### config.mk
export PLATFORM = sky130hd
export DESIGN_NAME = dmem_arbiter_flat
export DESIGN_NICKNAME = d
export VERILOG_FILES = /design/src/rtl/dmem_arbiter_if.sv /design/src/rtl/dmem_arbiter.sv /design/src/flat_wrapper.sv
export SDC_FILE = /design/constraint.sdc
export NUM_CORES = 1
export LEC_CHECK = 0
export ABC_CLOCK_PERIOD_IN_PS = 2200
export BUFFER_PORTS_ARGS = -buffer_cell sky130_fd_sc_hd__buf_4
export CORE_AREA = 2 2 116 118
export DETAILED_ROUTE_END_ITERATION = 10
export DIE_AREA = 0 0 118 120
export SYNTH_ARGS = -nofsm -noshare
export SYNTH_HDL_FRONTEND = slang
export SYNTH_SLANG_ARGS = --single-unit
### constraint.sdc
create_clock -name CLK -period 2.2 [get_ports CLK]
set_input_delay 0.44 -clock CLK [delete_from_list [all_inputs] [get_ports CLK]]
set_output_delay 0.44 -clock CLK [all_outputs]
set_load 0.05 [all_outputs]
### src/rtl/dmem_arbiter_if.sv
// dmem_arbiter_if: CPU, debug and memory-side signals of the data-memory arbiter
// slave = arbiter view, master = the surrounding core/debugger/memory view
interface dmem_arbiter_if #(parameter int AW = 32, parameter int DW = 32);
  logic          cpu_we;
  logic          cpu_re;
  logic [AW-1:0] cpu_addr;
  logic [DW-1:0] cpu_wdata;
  logic [DW-1:0] cpu_rdata;
  logic          cpu_stall;
  logic          dbg_req;
  logic          dbg_we;
  logic [AW-1:0] dbg_addr;
  logic [DW-1:0] dbg_wdata;
  logic          dbg_gnt;
  logic [DW-1:0] dbg_rdata;
  logic          dbg_rvalid;
  logic          mem_we;
  logic [AW-1:0] mem_addr;
  logic [DW-1:0] mem_wdata;
  logic [DW-1:0] mem_rdata;
  modport slave (
    input  cpu_we, cpu_re, cpu_addr, cpu_wdata, dbg_req, dbg_we, dbg_addr, dbg_wdata, mem_rdata,
    output cpu_rdata, cpu_stall, dbg_gnt, dbg_rdata, dbg_rvalid, mem_we, mem_addr, mem_wdata
  );
  modport master (
    output cpu_we, cpu_re, cpu_addr, cpu_wdata, dbg_req, dbg_we, dbg_addr, dbg_wdata, mem_rdata,
    input  cpu_rdata, cpu_stall, dbg_gnt, dbg_rdata, dbg_rvalid, mem_we, mem_addr, mem_wdata
  );
endinterface

### src/rtl/dmem_arbiter.sv
// dmem_arbiter: shares one data memory between the CPU load/store path and a debug port
// ports: CLK, reset (sync, active-high), bus (cpu_*, dbg_*, mem_* via dmem_arbiter_if.slave)
module dmem_arbiter #(
  parameter int AW = 32,
  parameter int DW = 32,
  parameter int MAX_WAIT = 4
) (
  input logic            CLK,
  input logic            reset,
  dmem_arbiter_if.slave  bus
);
  localparam logic [3:0] MW = 4'(MAX_WAIT);
  logic          cpu_act;
  logic          dbg_own;
  logic [AW-1:0] mem_addr_c;
  logic [3:0]    wait_cnt_q, wait_cnt_d;
  logic [DW-1:0] dbg_rdata_q, dbg_rdata_d;
  logic          dbg_rvalid_q, dbg_rvalid_d;
  always_comb begin
    cpu_act      = bus.cpu_we | bus.cpu_re;
    // debug wins when the CPU is idle or it has waited out the starvation limit
    dbg_own      = !reset && bus.dbg_req && (!cpu_act || wait_cnt_q == MW);
    mem_addr_c   = dbg_own ? bus.dbg_addr : bus.cpu_addr;
    wait_cnt_d   = (dbg_own || !bus.dbg_req) ? 4'd0 :
                   (cpu_act && wait_cnt_q != MW) ? wait_cnt_q + 4'd1 : wait_cnt_q;
    dbg_rvalid_d = dbg_own && !bus.dbg_we;
    dbg_rdata_d  = dbg_rvalid_d ? bus.mem_rdata : dbg_rdata_q;
  end
  assign bus.mem_addr   = mem_addr_c;
  assign bus.mem_wdata  = dbg_own ? bus.dbg_wdata : bus.cpu_wdata;
  assign bus.mem_we     = !reset && (dbg_own ? bus.dbg_we : bus.cpu_we);
  assign bus.dbg_gnt    = dbg_own;
  assign bus.cpu_stall  = dbg_own && cpu_act;
  assign bus.cpu_rdata  = bus.mem_rdata;
  assign bus.dbg_rdata  = dbg_rdata_q;
  assign bus.dbg_rvalid = dbg_rvalid_q;
  always_ff @(posedge CLK) begin
    if (reset) begin
      wait_cnt_q   <= '0;
      dbg_rdata_q  <= '0;
      dbg_rvalid_q <= 1'b0;
    end else begin
      wait_cnt_q   <= wait_cnt_d;
      dbg_rdata_q  <= dbg_rdata_d;
      dbg_rvalid_q <= dbg_rvalid_d;
    end
  end
endmodule

### src/flat_wrapper.sv
// flat-port wrapper written by rule: the top's interface ports become plain ports
module dmem_arbiter_flat 
#(
  parameter int AW = 32,
  parameter int DW = 32,
  parameter int MAX_WAIT = 4
)
  (CLK, reset, bus_cpu_we, bus_cpu_re, bus_cpu_addr, bus_cpu_wdata, bus_dbg_req, bus_dbg_we, bus_dbg_addr, bus_dbg_wdata, bus_mem_rdata, bus_cpu_rdata, bus_cpu_stall, bus_dbg_gnt, bus_dbg_rdata, bus_dbg_rvalid, bus_mem_we, bus_mem_addr, bus_mem_wdata);
  dmem_arbiter_if #(.AW(AW), .DW(DW)) bus_i ();
  input logic CLK;
  input logic reset;
  input wire logic [$bits(bus_i.cpu_we)-1:0] bus_cpu_we;
  input wire logic [$bits(bus_i.cpu_re)-1:0] bus_cpu_re;
  input wire logic [$bits(bus_i.cpu_addr)-1:0] bus_cpu_addr;
  input wire logic [$bits(bus_i.cpu_wdata)-1:0] bus_cpu_wdata;
  input wire logic [$bits(bus_i.dbg_req)-1:0] bus_dbg_req;
  input wire logic [$bits(bus_i.dbg_we)-1:0] bus_dbg_we;
  input wire logic [$bits(bus_i.dbg_addr)-1:0] bus_dbg_addr;
  input wire logic [$bits(bus_i.dbg_wdata)-1:0] bus_dbg_wdata;
  input wire logic [$bits(bus_i.mem_rdata)-1:0] bus_mem_rdata;
  output wire logic [$bits(bus_i.cpu_rdata)-1:0] bus_cpu_rdata;
  output wire logic [$bits(bus_i.cpu_stall)-1:0] bus_cpu_stall;
  output wire logic [$bits(bus_i.dbg_gnt)-1:0] bus_dbg_gnt;
  output wire logic [$bits(bus_i.dbg_rdata)-1:0] bus_dbg_rdata;
  output wire logic [$bits(bus_i.dbg_rvalid)-1:0] bus_dbg_rvalid;
  output wire logic [$bits(bus_i.mem_we)-1:0] bus_mem_we;
  output wire logic [$bits(bus_i.mem_addr)-1:0] bus_mem_addr;
  output wire logic [$bits(bus_i.mem_wdata)-1:0] bus_mem_wdata;
  assign bus_i.cpu_we = bus_cpu_we;
  assign bus_i.cpu_re = bus_cpu_re;
  assign bus_i.cpu_addr = bus_cpu_addr;
  assign bus_i.cpu_wdata = bus_cpu_wdata;
  assign bus_i.dbg_req = bus_dbg_req;
  assign bus_i.dbg_we = bus_dbg_we;
  assign bus_i.dbg_addr = bus_dbg_addr;
  assign bus_i.dbg_wdata = bus_dbg_wdata;
  assign bus_i.mem_rdata = bus_mem_rdata;
  assign bus_cpu_rdata = bus_i.cpu_rdata;
  assign bus_cpu_stall = bus_i.cpu_stall;
  assign bus_dbg_gnt = bus_i.dbg_gnt;
  assign bus_dbg_rdata = bus_i.dbg_rdata;
  assign bus_dbg_rvalid = bus_i.dbg_rvalid;
  assign bus_mem_we = bus_i.mem_we;
  assign bus_mem_addr = bus_i.mem_addr;
  assign bus_mem_wdata = bus_i.mem_wdata;
  dmem_arbiter #(.AW(AW), .DW(DW), .MAX_WAIT(MAX_WAIT)) u_core (.CLK(CLK), .reset(reset), .bus(bus_i));
endmodule
==> results of run 1 <==
## per-layer routing
metal	vias to the layer above	wire [um]
met2	167	7160
met5	-	0
li1	1468	-
met1	1422	4830
met3	28	1070
met4	0	649
## layout make-up
class / count / area (sq um) / area share, %
clock buffers: 5 / 125 / 2.07
clock inverters: 1 / 5.00 / 0.0829
inverters: 3 / 11.3 / 0.187
multi-input cells: 187 / 1900 / 31.5
flip-flops and latches: 37 / 743 / 12.3
well taps: 176 / 220 / 3.65
repair buffers: 325 / 3030 / 50.2
## through the flow
stage / hold WS (ns) / setup WS [ns] / util, %
floorplan: 0.452 / 0.0313 / -
global placement: 0.460 / -0.0810 / 38.4
detailed placement: 0.466 / -0.0845 / 38.4
CTS: 0.354 / -0.229 / 44.6
global route: 0.367 / -0.317 / 46.5
finish: 0.368 / -0.252 / 46.5
## placed cells by master, fill, tap and decap left out, types with 5 or more instances in the layout
cell         n
nand2b_1    67
buf_4      244
mux2_4      64
dfxtp_1     35
mux2i_1     33
buf_6       37
buf_12       7
clkbuf_16    7
buf_8       30
nor2_1       5
buf_16       5
## power by group through the flow
stage / logic (mW) / registers [mW] / clock network, mW
2_1_floorplan: 0.611 / 0.754 / 0
3_3_place_gp: 1.09 / 0.707 / 0
3_5_place_dp: 1.09 / 0.708 / 0
4_1_cts: 1.25 / 0.694 / 0.701
5_1_grt: 1.35 / 0.696 / 0.736
6_report: 1.30 / 0.694 / 0.668
## kinds of logic (layout without fill, tap and decap cells)
kind of cell               after synthesis  count (layout)  synth area share [%]
DFF                                     37              37                  26.7
and+or+nand+nor                         82              82                  18.6
adders and majority gates                2               2                 0.902
AOI/OAI and AO/OA                        6               6                  1.85
muxes                                   97              97                  37.9
buffers and inverters                   52             334                  14.1
## worst max path at each step
stage                    startpoint                 to  slack [ns]  cells past startpoint
2_1_floorplan  u_core.wait_cnt_q[0]   bus_mem_addr[19]        0.03                      7
3_3_place_gp             bus_cpu_we   bus_mem_addr[28]       -0.08                      6
3_5_place_dp             bus_cpu_we   bus_mem_addr[30]       -0.08                      6
4_1_cts        u_core.wait_cnt_q[0]  bus_mem_wdata[28]       -0.23                      9
5_1_grt        u_core.wait_cnt_q[1]   bus_mem_wdata[6]       -0.32                      9
6_report       u_core.wait_cnt_q[1]   bus_mem_wdata[6]       -0.25                      9
## registers in the layout (all words and copies together), names as in the netlist
register	count
u_core.bus.dbg_rdata	32
u_core.bus.dbg_rvalid	1
u_core.wait_cnt_q	4
## timing repair
| action | CTS | global route |
|---|---|---|
| pin swaps | 1 | 2 |
| cloned | 5 | 2 |
| endpoints found under the setup margin | 64 | 65 |
| hold buffers | 0 | 0 |
| buffers inserted | 8 | 1 |
| resized for setup | 134 | 52 |
==> impl_metrics.tcl, run 1 <==
set metrics [dict create \
    run_status "complete, but fails checks" \
    violated_checks "setup timing" \
    detailroute.via_count 3085 \
    yosys_register_bits 37 \
    ys_warn_count 0 \
    globalRouteTotalUtil_pct 18.2 \
    fin_cells 734 \
    place.detailed.hpwl_um 10300 \
    first_pass_iters 4 \
    cts_clk_pin_slew_worst_paths_ns 0.05 \
    arrival_ns 2.01 \
    synth_common_cells "nand2b_1, mux2_1, dfxtp_1" \
    hold-path-cell-count 2 \
    synth_seq_area_share_pct 26.7 \
    switch_share_pct 36.3 \
    final_min_period_over_clock_period_pct 111 \
    drive_gt1_share_pct 72.4 \
    yosys.cell_count.top_type "nand2b_1" \
    regToRegStartpoint "u_core.wait_cnt_q[1]" \
    cts_tree "done" \
    groute.layer.met2.usage_pct 33.4 \
    maximum_level_of_the_cts_h_tree 2 \
    ys_top_cells_by_area "dfxtp_1, mux2_1, nand2b_1" \
    gp_congestion 0.910 \
    required_ns 1.76 \
    worst_path_slowest_cell "dfxtp_2" \
    slew-limit-headroom_pct 70.8 \
    pwr_density_cell_nw_per_um2 442 \
    numCtsBuffers 5 \
    critical_path.top_delay_family "buffers and inverters" \
    fillers 1226 \
    floorplan_die_width_um 118 \
    power.share.combinational_pct 48.9 \
    timing.reg2reg.worst_path_depth 7 \
    final-hold-violation-count 0 \
    finalInstanceArea_sq_um 6030 \
    top_usage_layer "met2" \
    setup_total_negative_slack_ns -14.03 \
    postSynth.topFlopCell "dfxtp_1" \
    clock_tree.buffer_depth 2 \
    synth-edff-count 0 \
    mappedNetlistNets 444 \
    first_iter_violations 116 \
    finClkSkew_ns 0.00509 \
    boundaryPins 298 \
    floorplan.die.height_um 120 \
    finalWorstSetupSlack_ns -0.252 \
    mapped_cell_area_sq_um 2780 \
    design.die.area_sq_um 14200 \
    timing.critical_path.to_type "primary output" \
    hp-class "in -> reg" \
    cts_root_buffer "clkbuf_16" \
    rrSetupSlack_ns 0.43 \
    final_nets 727 \
    grt_overflow_total 0 \
    finalPower_mw 2.67 \
    grt_max_degree 67 \
    antenna_found_initial 0 \
    internal_power_mw 1.70 \
    path_common_cell "buf_12" \
    clock.fmax_mhz 408 \
    clkLatencyLatePin_ns 0.28 \
    synthCells 276 \
    placementRows 42 \
    path_cells "inv_2 > ha_4 > nand3b_4 > a21oi_4 > buf_12 > buf_12 > clkbuf_16 > mux2_4 > buf_8" \
    critical-path-max-stage-delay_ns 0.32 \
    design.core.area_sq_um 13000 \
    power.ir.vdd_worst_v 0.000306 \
    ys_async_sr_fraction_pct 0 \
    path_max_fanout 7 \
    critical_path_class "reg -> out" \
    use_met1_pct 18.1 \
    post-synth-top-area-cell "dfxtp_1" \
    power.share.sequential_pct 26.0 \
    synthesis.area_per_instance_sq_um 10.1 \
    via_cell_ratio 4.20 \
    p_switching_uw 969 \
    n_antenna_cell 0 \
    setup_viol 65 \
    detail_route.wirelength_um 13700 \
    met3_usage_pct 6.18 \
    first_pass_grt_wire_length_um 19600 \
    ant_nets 0 \
    hold_path_startpoint "bus_dbg_we" \
    cts.sink_count 37 \
    clockPowerShare_pct 25.0 \
    io_buffer_count 297 \
    timing.rr.end "u_core.bus.dbg_rdata[25]" \
    worst-path-buf-inv 5 \
    rsz_0062_raised_after_global_routing "true" \
    max_cap_check_violation_count 0 \
    placedInstanceArea_sq_um 4980 \
    min_delay_worst_endpoint "u_core.bus.dbg_rvalid" \
    route.detailed.drc 0 \
    start_util_pct 21.4 \
    routedWlPerCell_um 18.7 \
    critical_path.startpoint_type "flip-flop" \
    static-leakage-power_nw 2.87 \
    layout_min_cycle_time_ns 2.45 \
    synth_cell_types 28 \
    dpl.cell_count 712 \
    first_global_vias 3303 \
    worstMarginPinSlew_ns 0.438 \
    synth_largest_type_area_fraction_pct 26.7 \
    maxSlewViolCount 0 \
    area_growth_syn_to_layout_pct 117 \
]
(Power assumes the default switching activity.)
==> inputs of run 2 (changes only) <==
--- a/config.mk
+++ b/config.mk
@@ -10,6 +10,7 @@
 export CORE_AREA = 2 2 116 118
 export DETAILED_ROUTE_END_ITERATION = 10
 export DIE_AREA = 0 0 118 120
+export GPL_TIMING_DRIVEN = 0
 export SYNTH_ARGS = -nofsm -noshare
 export SYNTH_HDL_FRONTEND = slang
 export SYNTH_SLANG_ARGS = --single-unit
==> impl_metrics.tcl, run 2 (synthesis results as in run 1) <==
set metrics [dict create \
    static-leakage-power_nw 2.88 \
    hold-path-cell-count 2 \
    hp-class "in -> reg" \
    fillers 1253 \
    violated_checks "setup timing" \
    path_max_fanout 6 \
    rrSetupSlack_ns 0.40 \
    finalInstanceArea_sq_um 6010 \
    clock_tree.buffer_depth 2 \
    grt_overflow_total 0 \
    start_util_pct 21.4 \
    critical_path.startpoint_type "flip-flop" \
    required_ns 1.76 \
    placementRows 42 \
    first_pass_grt_wire_length_um 19200 \
    slew-limit-headroom_pct 63.5 \
    setup_viol 64 \
    numCtsBuffers 5 \
    clock.fmax_mhz 423 \
    floorplan_die_width_um 118 \
    run_status "complete, but fails checks" \
    area_growth_syn_to_layout_pct 117 \
    layout.area.seq_sq_um 743 \
    first_global_vias 3384 \
    largest_register_ff_count 32 \
    floorplan.die.height_um 120 \
    final-hold-violation-count 0 \
    detail_route.wirelength_um 12800 \
    cts_clk_pin_slew_worst_paths_ns 0.05 \
    regToRegStartpoint "u_core.wait_cnt_q[1]" \
    timing.reg2reg.worst_path_depth 7 \
    via_cell_ratio 4.10 \
    grt_max_degree 12 \
    cts.sink_count 37 \
    arrival_ns 1.93 \
    hold_buffers 0 \
    p_switching_uw 969 \
    area_of_combinational_cells_with_multiple_inputs_sq_um 1800 \
    switch_share_pct 34.5 \
    critical_path_class "reg -> out" \
    n_antenna_cell 0 \
    maxSlewViolCount 0 \
    clkLatencyLatePin_ns 0.28 \
    antenna_found_initial 0 \
    globalRouteTotalUtil_pct 17.4 \
    drive_gt1_share_pct 70.2 \
    maximum_level_of_the_cts_h_tree 2 \
    detailroute.via_count 3156 \
    worstMarginPinSlew_ns 0.546 \
    cts_root_buffer "clkbuf_16" \
    routedWlPerCell_um 16.7 \
    finClkSkew_ns 0.00641 \
    power.share.sequential_pct 24.7 \
    route.detailed.drc 0 \
    boundaryPins 298 \
    layout_min_cycle_time_ns 2.37 \
    internal_power_mw 1.84 \
    timing.critical_path.to_type "primary output" \
    final_min_period_over_clock_period_pct 108 \
    hold_path_startpoint "bus_dbg_we" \
    cts_tree "done" \
    mostFrequentLayoutCell "buf_4" \
    design.die.area_sq_um 14200 \
    fin_cells 769 \
    placedInstanceArea_sq_um 5230 \
    setup_total_negative_slack_ns -7.12 \
    clockPowerShare_pct 29.8 \
    first_pass_iters 4 \
    finalWorstSetupSlack_ns -0.166 \
    first_iter_violations 105 \
    ant_nets 0 \
    pwr_density_cell_nw_per_um2 467 \
    timing.hold.ws_ns 0.377 \
    max_cap_check_violation_count 0 \
    power.ir.vdd_worst_v 0.000246 \
    gp_congestion 0.889 \
    dpl.cell_count 749 \
    power.share.combinational_pct 45.5 \
    place.detailed.hpwl_um 10300 \
    final_nets 760 \
    commonest_cells_after_routing_fill_and_taps_aside "buf_4, nand2b_1, buf_6" \
    io_buffer_count 297 \
    design.core.area_sq_um 13000 \
    min_delay_worst_endpoint "u_core.bus.dbg_rvalid" \
    rsz_0062_raised_after_global_routing "true" \
    timing.rr.end "u_core.bus.dbg_rdata[27]" \
]
==> run 2: cell count changes in the layout (fill, tap and decap cells not counted), moves of 2 or more <==
cell,previous run,this run
mux2_4,64,35
buf_6,37,56
clkbuf_1,0,8
clkbuf_16,7,5
buf_8,30,22
mux2_1,0,16
buf_12,7,1
mux2_2,0,13
buf_16,5,1
buf_4,244,271
==> run 2: what timing repair did <==
item / in CTS / in global routing
setup endpoints to repair: 65 / 65
setup buffers: 10 / 1
pin swaps: 2 / 0
gates cloned: 2 / 0
resized for setup: 138 / 2
==> run 2: worst max-delay path by stage <==
stage	end	slack (ns)	startpoint
2_1_floorplan	bus_mem_addr[19]	0.03	u_core.wait_cnt_q[0]
3_3_place_gp	bus_mem_addr[22]	-0.19	bus_cpu_we
3_5_place_dp	bus_mem_addr[22]	-0.21	bus_cpu_we
4_1_cts	bus_mem_addr[22]	-0.18	u_core.wait_cnt_q[1]
5_1_grt	bus_mem_addr[22]	-0.25	u_core.wait_cnt_q[1]
6_report	bus_mem_addr[22]	-0.17	u_core.wait_cnt_q[1]
==> run 2: cell type report <==
class                           count  share of cell area, %
Timing Repair Buffer              309                   44.2
Tap cell                          176                   3.66
Sequential cell                    37                   12.4
Clock inverter                      1                  0.499
Multi-Input combinational cell    187                   29.9
Clock buffer                        7                   2.37
Buffer                             49                   6.87
Inverter                            3                  0.187
==> run 2: metrics by stage <==
stage | setup slack, ns | util, % | total power [mW]
after global placement | -0.195 | 40.3 | 1.84
final | -0.166 | 46.3 | 2.81
after CTS | -0.184 | 46.2 | 2.84
after detailed placement | -0.212 | 40.3 | 1.85
after floorplan | 0.0313 | - | 1.36
after global routing | -0.254 | 46.3 | 2.93
==> run 2: critical path, stage by stage, from the launching register on <==
cell and delay, ns:
dfxtp_2 0.32, inv_2 0.06, ha_4 0.14, nand3b_4 0.09, a21oi_4 0.16, buf_8 0.17, buf_6 0.11, buf_8 0.11
mux2_4 0.32, buf_8 0.16
==> run 2: power groups by stage <==
stage / clock network (mW) / registers (mW) / logic (mW)
after floorplan: 0 / 0.754 / 0.611
after global placement: 0 / 0.708 / 1.13
after detailed placement: 0 / 0.709 / 1.14
after CTS: 0.869 / 0.694 / 1.28
after global routing: 0.904 / 0.695 / 1.33
final: 0.837 / 0.694 / 1.28
==> run 2: per-layer routing <==
metal / global-route usage, % / part of all wire (%)
met1: 19.1 / 38
met2: 32.4 / 53
met3: 4.52 / 6.7
met4: 5.72 / 2.2
met5: 0 / 0
